`src/rtl/score_ssd_pkg.sv`:
```
// Shared definitions for the score seven-segment driver.
// Holds the conversion FSM state type, display geometry and the active-low
// segment patterns (bit order {Ca,Cb,Cc,Cd,Ce,Cf,Cg}) plus a nibble encoder.
package score_ssd_pkg;

  typedef enum logic [1:0] {
    StIdle   = 2'd0,
    StLoad   = 2'd1,
    StShift  = 2'd2,
    StCommit = 2'd3
  } conv_state_e;

  localparam int unsigned NUM_DIGITS = 5;
  localparam int unsigned SCAN_SLOTS = 8;
  localparam int unsigned BIN_W      = 16;
  localparam int unsigned BCD_W      = 4 * NUM_DIGITS;

  localparam logic [6:0] SEG_0     = 7'b0000001;
  localparam logic [6:0] SEG_1     = 7'b1001111;
  localparam logic [6:0] SEG_2     = 7'b0010010;
  localparam logic [6:0] SEG_3     = 7'b0000110;
  localparam logic [6:0] SEG_4     = 7'b1001100;
  localparam logic [6:0] SEG_5     = 7'b0100100;
  localparam logic [6:0] SEG_6     = 7'b0100000;
  localparam logic [6:0] SEG_7     = 7'b0001111;
  localparam logic [6:0] SEG_8     = 7'b0000000;
  localparam logic [6:0] SEG_9     = 7'b0000100;
  localparam logic [6:0] SEG_BLANK = 7'h7F;

  // Non-decimal nibbles render dark rather than a garbage glyph.
  function automatic logic [6:0] seg_encode(input logic [3:0] nib);
    logic [6:0] seg;
    case (nib)
      4'd0:    seg = SEG_0;
      4'd1:    seg = SEG_1;
      4'd2:    seg = SEG_2;
      4'd3:    seg = SEG_3;
      4'd4:    seg = SEG_4;
      4'd5:    seg = SEG_5;
      4'd6:    seg = SEG_6;
      4'd7:    seg = SEG_7;
      4'd8:    seg = SEG_8;
      4'd9:    seg = SEG_9;
      default: seg = SEG_BLANK;
    endcase
    return seg;
  endfunction

endpackage

```
`src/rtl/bin2bcd_seq.sv`:
```
// Sequential double-dabble converter: 16-bit binary to five BCD digits.
// Ports:
//   clk_i, reset_i  clock and synchronous active-high reset
//   start_i         request a conversion; accepted only while idle
//   bin_i           binary value, sampled in the LOAD cycle
//   busy_o          high in LOAD and SHIFT
//   load_o          high in the cycle bin_i is captured
//   done_o          one-cycle pulse; bcd_o holds the finished result then
//   bcd_o           20-bit packed BCD accumulator, digit 0 in bits [3:0]
module bin2bcd_seq
  import score_ssd_pkg::*;
(
  input  logic             clk_i,
  input  logic             reset_i,
  input  logic             start_i,
  input  logic [BIN_W-1:0] bin_i,
  output logic             busy_o,
  output logic             load_o,
  output logic             done_o,
  output logic [BCD_W-1:0] bcd_o
);

  conv_state_e      state_q, state_d;
  logic [BCD_W-1:0] bcd_q, bcd_d;
  logic [BIN_W-1:0] bin_q, bin_d;
  logic [3:0]       cnt_q, cnt_d;
  logic [BCD_W-1:0] bcd_adj;

  // Add-3 correction so each nibble carries correctly after the shift.
  always_comb begin
    bcd_adj = '0;
    for (int i = 0; i < int'(NUM_DIGITS); i++) begin
      bcd_adj[4*i +: 4] = (bcd_q[4*i +: 4] >= 4'd5) ? bcd_q[4*i +: 4] + 4'd3
                                                     : bcd_q[4*i +: 4];
    end
  end

  always_comb begin
    state_d = state_q;
    bcd_d   = bcd_q;
    bin_d   = bin_q;
    cnt_d   = cnt_q;
    unique case (state_q)
      StIdle: begin
        if (start_i) state_d = StLoad;
      end
      StLoad: begin
        bin_d   = bin_i;
        bcd_d   = '0;
        cnt_d   = '0;
        state_d = StShift;
      end
      StShift: begin
        {bcd_d, bin_d} = {bcd_adj[BCD_W-2:0], bin_q, 1'b0};
        cnt_d          = cnt_q + 4'd1;
        // Sixteen shifts: cnt runs 0..15.
        if (cnt_q == 4'd15) state_d = StCommit;
      end
      StCommit: begin
        state_d = StIdle;
      end
      default: state_d = StIdle;
    endcase
  end

  always_ff @(posedge clk_i) begin
    if (reset_i) begin
      state_q <= StIdle;
      bcd_q   <= '0;
      bin_q   <= '0;
      cnt_q   <= '0;
    end else begin
      state_q <= state_d;
      bcd_q   <= bcd_d;
      bin_q   <= bin_d;
      cnt_q   <= cnt_d;
    end
  end

  assign busy_o = (state_q == StLoad) || (state_q == StShift);
  assign load_o = (state_q == StLoad);
  assign done_o = (state_q == StCommit);
  assign bcd_o  = bcd_q;

endmodule

```
`src/rtl/score_ssd_driver.sv`:
```
// Seven-segment driver for the zombies-killed score.
// Converts the binary score to BCD whenever it changes and scans the five
// digits over eight active-low anodes, optionally blanking leading zeros.
// Ports:
//   clk, reset     100 MHz clock, synchronous active-high reset
//   displayNumber  unsigned 16-bit score
//   anode          active-low anode enables, bit 0 = rightmost digit (registered)
//   ssdOut         active-low segments {Ca..Cg} (registered)
//   Dp             decimal point, held off
//   busy           high while a conversion is in progress
module score_ssd_driver
  import score_ssd_pkg::*;
#(
  parameter int unsigned REFRESH_BITS = 17,
  parameter bit          LZ_BLANK     = 1'b1
) (
  input  logic                  clk,
  input  logic                  reset,
  input  logic [BIN_W-1:0]      displayNumber,
  output logic [SCAN_SLOTS-1:0] anode,
  output logic [6:0]            ssdOut,
  output logic                  Dp,
  output logic                  busy
);

  localparam int unsigned CntW          = REFRESH_BITS + 3;
  localparam logic [2:0]  LastDigitSlot = 3'(NUM_DIGITS - 1);

  logic [BIN_W-1:0]      last_value_q;
  logic                  valid_q;
  logic [BCD_W-1:0]      digits_q;
  logic [CntW-1:0]       refresh_q;
  logic [SCAN_SLOTS-1:0] anode_q, anode_d;
  logic [6:0]            seg_q, seg_d;

  logic             start, load, done;
  logic [BCD_W-1:0] bcd;
  logic [2:0]       slot;
  logic [3:0]       nib;
  logic             lead_zero;

  // Only honoured while the converter is idle, so mid-conversion changes are
  // picked up by this compare once COMMIT has finished.
  assign start = !valid_q || (displayNumber != last_value_q);

  bin2bcd_seq u_bin2bcd (
    .clk_i   (clk),
    .reset_i (reset),
    .start_i (start),
    .bin_i   (displayNumber),
    .busy_o  (busy),
    .load_o  (load),
    .done_o  (done),
    .bcd_o   (bcd)
  );

  always_comb begin
    slot      = refresh_q[REFRESH_BITS +: 3];
    nib       = digits_q[{slot, 2'b00} +: 4];
    // Current digit and every more-significant digit are zero.
    lead_zero = ((digits_q >> {slot, 2'b00}) == '0);
    anode_d   = '1;
    seg_d     = SEG_BLANK;
    if (slot <= LastDigitSlot) begin
      if (!(LZ_BLANK && (slot != 3'd0) && lead_zero)) begin
        anode_d[slot] = 1'b0;
        seg_d         = seg_encode(nib);
      end
    end
  end

  always_ff @(posedge clk) begin
    if (reset) begin
      last_value_q <= '0;
      valid_q      <= 1'b0;
      digits_q     <= '0;
      refresh_q    <= '0;
      anode_q      <= '1;
      seg_q        <= SEG_BLANK;
    end else begin
      // Captured on the same edge the converter samples its operand.
      if (load) last_value_q <= displayNumber;
      if (done) begin
        digits_q <= bcd;
        valid_q  <= 1'b1;
      end
      refresh_q <= refresh_q + CntW'(1);
      anode_q   <= anode_d;
      seg_q     <= seg_d;
    end
  end

  assign anode  = anode_q;
  assign ssdOut = seg_q;
  assign Dp     = 1'b1;

endmodule

```
`config.mk`:
```
export PLATFORM = sky130hd
export DESIGN_NAME = score_ssd_driver
export DESIGN_NICKNAME = d
export VERILOG_FILES = /design/src/rtl/score_ssd_pkg.sv /design/src/rtl/bin2bcd_seq.sv /design/src/rtl/score_ssd_driver.sv
export SDC_FILE = /design/constraint.sdc
export NUM_CORES = 1
export LEC_CHECK = 0
export ABC_AREA = 1
export BUFFER_PORTS_ARGS = -buffer_cell sky130_fd_sc_hd__buf_4
export CORE_UTILIZATION = 60
export CTS_BUF_LIST = sky130_fd_sc_hd__clkbuf_4 sky130_fd_sc_hd__clkbuf_8
export CTS_CLUSTER_SIZE = 12
export DETAILED_ROUTE_END_ITERATION = 8
export GPL_ROUTABILITY_DRIVEN = 1
export GPL_TIMING_DRIVEN = 0
export PLACE_DENSITY = 0.79
export SYNTH_ARGS = -nofsm -noshare
export SYNTH_HDL_FRONTEND = slang
export SYNTH_SLANG_ARGS = --single-unit
```
`constraint.sdc`:
```
create_clock -name clk -period 2.39 [get_ports clk]
set_input_delay 0.239 -clock clk [delete_from_list [all_inputs] [get_ports clk]]
set_output_delay 0.239 -clock clk [all_outputs]
set_load 0.1 [all_outputs]
```
==> results of run 1 <==
cell families (layout without fill, tap and decap cells):
family	after synthesis	count (layout)	synth area share, %
and+or+nand+nor	345	345	26.35
AOI/OAI and AO/OA	160	160	15.80
buffers and inverters	150	211	10.54
DFF	114	114	40.83
adders and majority gates	23	23	5.149
xor gates and xnor gates	8	8	1.254
other	1	4	0.06709
power groups by stage:
stage | registers, mW | clock network [mW] | logic [mW]
global placement | 2.48 | 0 | 1.94
global route | 2.50 | 1.89 | 2.24
detailed placement | 2.50 | 0 | 1.99
CTS | 2.46 | 1.80 | 2.00
finish | 2.46 | 1.77 | 2.02
floorplan | 2.68 | 0 | 1.32
layout make-up:
class / count / area, µm²
Clock buffer: 18 / 247.7
Multi-Input combinational cell: 540 / 2734
Inverter: 119 / 446.7
Sequential cell: 114 / 2282
Clock inverter: 11 / 140.1
Buffer: 31 / 142.6
Tap cell: 108 / 135.1
Timing Repair Buffer: 32 / 240.2
Fill cell: 741 / 2480
synthesized netlist by cell type:
library cell / number / area, µm²
nand2_1: 191 / 716.9
nor2_4: 1 / 11.26
nand4_1: 10 / 62.56
nand3_1: 44 / 220.2
o21ai_0: 59 / 295.3
buf_2: 3 / 15.01
clkbuf_1: 23 / 86.33
nor3b_1: 2 / 15.01
nor3_1: 11 / 55.05
nor2_2: 3 / 18.77
nor3_4: 1 / 16.27
xor2_1: 6 / 52.55
o211a_1: 2 / 20.02
o211ai_1: 13 / 97.59
and3_1: 2 / 12.51
inv_1: 114 / 427.9
inv_2: 5 / 18.77
conb_1: 1 / 3.750
nand3_2: 4 / 40.04
buf_6: 2 / 22.52
nor2_1: 69 / 259.0
buf_1: 1 / 3.750
ha_1: 23 / 287.8
a21oi_1: 72 / 360.4
o211ai_2: 1 / 12.51
o21bai_1: 2 / 15.01
dfxtp_1: 114 / 2282
or2_2: 5 / 31.28
nand2_2: 1 / 6.260
o221ai_1: 5 / 43.79
xnor2_1: 2 / 17.52
o21a_1: 1 / 7.510
o22ai_1: 5 / 31.28
buf_4: 2 / 15.01
nand3b_1: 1 / 7.510
final timing paths:
check,from,endpoint,slack [ps],depth (start not counted)
worst max register to register,u_bin2bcd.state_q[0],u_bin2bcd.bcd_o[17],130,8
worst min register to register,refresh_q[0],refresh_q[0],460,1
worst min-delay path,displayNumber[0],last_value_q[0],110,3
worst max-delay path,u_bin2bcd.state_q[0],u_bin2bcd.bcd_o[17],130,8
cell usage in the layout (no fill, tap or decap), types with 2 or more instances in the layout:
| cell | n |
|---|---|
| nand2_1 | 191 |
| inv_1 | 114 |
| dfxtp_1 | 114 |
| a21oi_1 | 72 |
| nor2_1 | 68 |
| o21ai_0 | 59 |
| nand3_1 | 44 |
| buf_4 | 34 |
| clkbuf_1 | 23 |
| ha_1 | 22 |
| clkbuf_8 | 18 |
| o211ai_1 | 13 |
| nor3_1 | 11 |
| nand4_1 | 10 |
| xor2_1 | 6 |
| inv_2 | 5 |
| o221ai_1 | 5 |
| o22ai_1 | 5 |
| or2_2 | 5 |
| nand3_2 | 4 |
| nor2_2 | 4 |
| conb_1 | 4 |
| clkinv_2 | 4 |
| clkinvlp_4 | 4 |
| buf_2 | 3 |
| bufinv_16 | 3 |
| xnor2_1 | 2 |
| buf_6 | 2 |
| o211a_1 | 2 |
| nor3b_1 | 2 |
| o21bai_1 | 2 |
| and3_1 | 2 |
per-stage QoR:
stage	std cells	hold slack [ps]	setup slack, ps
3_5_place_dp	944	449.8	174.1
4_1_cts	973	100.5	174.8
3_3_place_gp	944	438.4	245.1
6_report	973	112.2	128.7
5_1_grt	973	115.7	39.18
2_1_floorplan	804	391.8	186.5
critical path, cell delays in order, from the launching register on:
cell and delay (ps):
dfxtp_1 400, inv_1 100, ha_2 360, buf_2 230, nand2_1 160, inv_2 160
clkbuf_1 470, nand3_1 150, a21oi_1 160
layer usage:
layer	global-route usage, %	vias to the layer above
met5	0	-
li1	-	2673
met4	11.25	0
met2	50.27	177
met1	36.06	2452
met3	7.163	29
registers in the layout (all words and copies together) (netlist names):
| name | count |
|---|---|
| ssdOut | 7 |
| u_bin2bcd.bcd_o | 20 |
| refresh_q | 20 |
| anode | 8 |
| u_bin2bcd.bin_q | 16 |
| u_bin2bcd.cnt_q | 4 |
| valid_q | 1 |
| u_bin2bcd.state_q | 2 |
| last_value_q | 16 |
| digits_q | 20 |
==> flow_summary.toml, run 1 <==
[setup_path]
cp.arrival_ps = 2610
worst_ep_required_time_ps = 2740
cp-start-kind = "flip-flop"
end_kind = "flip-flop"
cp_max_fo = 10
worstSetupPathType = "flip-flop to flip-flop"

[floorplan]
start_util_pct = 63.16
coreArea_mm2 = 0.008848
die_y_um = 98.52
io_pins = 35
rows = 34
die-area_mm2 = 0.009705
chipWidth_um = 98.52

[power]
p_sw_share_pct = 37.82
p_per_area_mw_per_mm2 = 982.6
p_leak_nw = 2.787
pwr-share-comb_pct = 32.3
total_power_mw = 6.258
p_switching_mw = 2.367
power_frac_seq_pct = 39.3
peakVddDrop_mv = 0.5895
clkPwrFrac_pct = 28.3
p_int_mw = 3.891

[global_route]
overflow = 0
first_global_vias = 5098
track_usage_pct = 29.47
grt_max_degree = 17
antenna_found_initial = 0
grt_first_pass_wirelength_um = 22700

[drt]
viasPerCell = 5.479
drt_iter0_drc = 291
drc_errors = 0
wl_met3_um = 837
wl_um = 13200
vias = 5331
top_layer = "met4"
route.met2.wl_um = 6331
antenna_left = 0
drt-met1-wl_um = 5771
wl_per_cell_um = 13.57
dr.pass1.iters = 7

[sta]
final-setup-viol-count = 0
slew_headroom_pct = 58.03
fin_crit_ps = 2261
period_share_pct = 94.62
tightest_slew_ps = 629.5
rsz0062_at_grt = "false"
fin_tns_setup_ps = 0
finClkSkew_ps = 10.85
drv_slew = 0
finalHoldViolCount = 0
fmax_mhz = 442.2

[layout]
nets = 896
layout-drive-gt1-share_pct = 10.52
stdcell_area_mm2 = 0.006369
final_core_util_pct = 71.97
diodes = 0
synthToLayoutAreaGrowth_pct = 13.95

[logic_synthesis]
yosysSeqAreaShare_pct = 40.83
postSynthAreaPerCell_um2 = 6.978
syn_inst = 801
ys_warn_count = 0
synth.distinct_cells = 35
synth_seq_cells = 114
synth.cell_area_mm2 = 0.005589

[placement]
portBuffers = 32
dp_hpwl_um = 9717
dpl-instance-area_mm2 = 0.005978
globalplace.congestion = 0.8933

[clock_tree]
post_cts_resized = 0
cts_tree = "done"
cts_buffers = 17
clk_pin_slew_ps = 70
clock_path_buffers = 2
clock_latency_ps = 420
post_cts_buffers = 0
postCtsHoldBufs = 0
root_buffer = "clkbuf_8"
cts-htree-levels = 4
cts_sinks = 114

[status]
status = "finished clean"

[flow_run]
cap_viol_max_count = 0

[min_path]
hold_class = "input port to flip-flop"
No activity file was read; power rests on OpenSTA's default activity.
==> run 2, diff against run 1 <==
CORE_UTILIZATION = 40   (was 60)
PLACE_DENSITY = unset   (was 0.79)
==> flow_summary.toml, run 2 (synthesized netlist as in run 1, its figures left out) <==
[clock_tree]
cts-htree-levels = 4
clock_path_buffers = 2
root_buffer = "clkbuf_8"
cts_buffers = 17
cts_sinks = 114
post_cts_resized = 0
clk_pin_slew_ps = 70
cts_tree = "done"
clock_latency_ps = 440
post_cts_buffers = 0
postCtsHoldBufs = 0

[placement]
globalplace.congestion = 0.8106
place_ws_ps = 123.3
portBuffers = 32
place_inst = 1012
dpl-instance-area_mm2 = 0.006063
dp_hpwl_um = 9799

[sta]
drv_slew = 0
tightest_slew_ps = 600.4
final-setup-viol-count = 0
fmax_mhz = 479.0
fin_crit_ps = 2088
fin_tns_setup_ps = 0
rsz0062_at_grt = "false"
fin_ws_ps = 302.5
whs_ps = 100.1
period_share_pct = 87.34
finalHoldViolCount = 0
slew_headroom_pct = 59.97
finClkSkew_ps = 10.52

[layout]
stdcell_count = 1043
stdcell_area_mm2 = 0.006476
multi_input_area_mm2 = 0.002734
regArea_mm2 = 0.002282
nets = 895
synthToLayoutAreaGrowth_pct = 15.87
final_cell_mix = "nand2_1 (191), inv_1 (114), dfxtp_1 (114)"
layout-drive-gt1-share_pct = 11.07
fillers = 1452
final_core_util_pct = 48.14
diodes = 0
final_common_cell = "nand2_1"

[floorplan]
die_y_um = 120.2
die-area_mm2 = 0.01445
rows = 42
start_util_pct = 41.55
chipWidth_um = 120.2
coreArea_mm2 = 0.01345
io_pins = 35

[global_route]
grt_first_pass_wirelength_um = 22560
track_usage_pct = 19.90
first_global_vias = 4734
grt_max_degree = 17
antenna_found_initial = 0
overflow = 0

[power]
total_power_mw = 6.324
p_per_area_mw_per_mm2 = 976.5
p_leak_nw = 2.815
peakVddDrop_mv = 0.5695

[setup_path]
cp-start-kind = "flip-flop"
worstSetupPathType = "flip-flop to flip-flop"
worst_ep_required_time_ps = 2760
end_kind = "flip-flop"
crit_slowest_cell = "dfxtp_1"
max_stage_delay_ps = 390
ff2ff_setup_slack_ps = 300
crit_chain = "inv_1 > ha_2 > buf_2 > nand2_1 > clkbuf_2 > nor3_1 > a21oi_1 > nor2_1"
cp.arrival_ps = 2450
cp_max_fo = 10

[min_path]
hold_class = "input port to flip-flop"

[drt]
drt_iter0_drc = 288
vias = 5009
wl_met3_um = 451
drt-met1-wl_um = 6552
viasPerCell = 4.802
wl_um = 13090
top_layer = "met4"
dr.pass1.iters = 5
route.met2.wl_um = 5941
antenna_left = 0
drc_errors = 0
wl_per_cell_um = 12.55

[status]
status = "finished clean"

[flow_run]
cap_viol_max_count = 0
## run 2: cell count changes in the layout (fill, tap and decap cells not counted)
cell | previous run | this run
clkinvlp_4 | 4 | 2
clkbuf_8 | 18 | 19
clkinv_2 | 4 | 6
clkbuf_1 | 23 | 21
clkbuf_4 | 0 | 2
clkbuf_2 | 0 | 2
buf_1 | 1 | 0
## run 2: per-layer routing
| layer | vias up | GRT usage, % |
|---|---|---|
| met1 | 2246 | 25.47 |
| met3 | 14 | 4.811 |
| met2 | 79 | 32.76 |
| li1 | 2670 | - |
| met5 | - | 0 |
| met4 | 0 | 6.484 |
## run 2: layout make-up
type	count	area share, %
sequential	114	35.24
buffer	30	2.183
clock inverter	11	2.087
multi-input combinational	540	42.21
clock buffer	21	4.270
tap	176	3.400
inverter	119	6.897
timing repair buffer	32	3.709
## run 2: where the power goes
| group | internal [mW] | total (mW) | switching (mW) |
|---|---|---|---|
| logic | 0.601 | 1.99 | 1.39 |
| registers | 2.26 | 2.46 | 0.201 |
| clock network | 1.10 | 1.88 | 0.779 |
| total | 3.95 | 6.32 | 2.37 |
## run 2: critical path, delay by kind of cell (launching register included)
family	cells	cell delay, ps
AO/OA/AOI/OAI	1	70
adder cells (fa/ha/maj)	1	370
buffers and inverters	3	610
flip-flops	1	390
AND/OR/NAND/NOR	3	590
## run 2: path summary, 6_finish.rpt
| kind | start | endpoint | depth (start not counted) |
|---|---|---|---|
| setup / recovery | u_bin2bcd.state_q[1] | u_bin2bcd.bcd_o[12] | 8 |
| hold / removal | displayNumber[6] | last_value_q[6] | 3 |
| setup reg to reg | u_bin2bcd.state_q[1] | u_bin2bcd.bcd_o[12] | 8 |
| hold reg to reg | refresh_q[0] | refresh_q[0] | 1 |
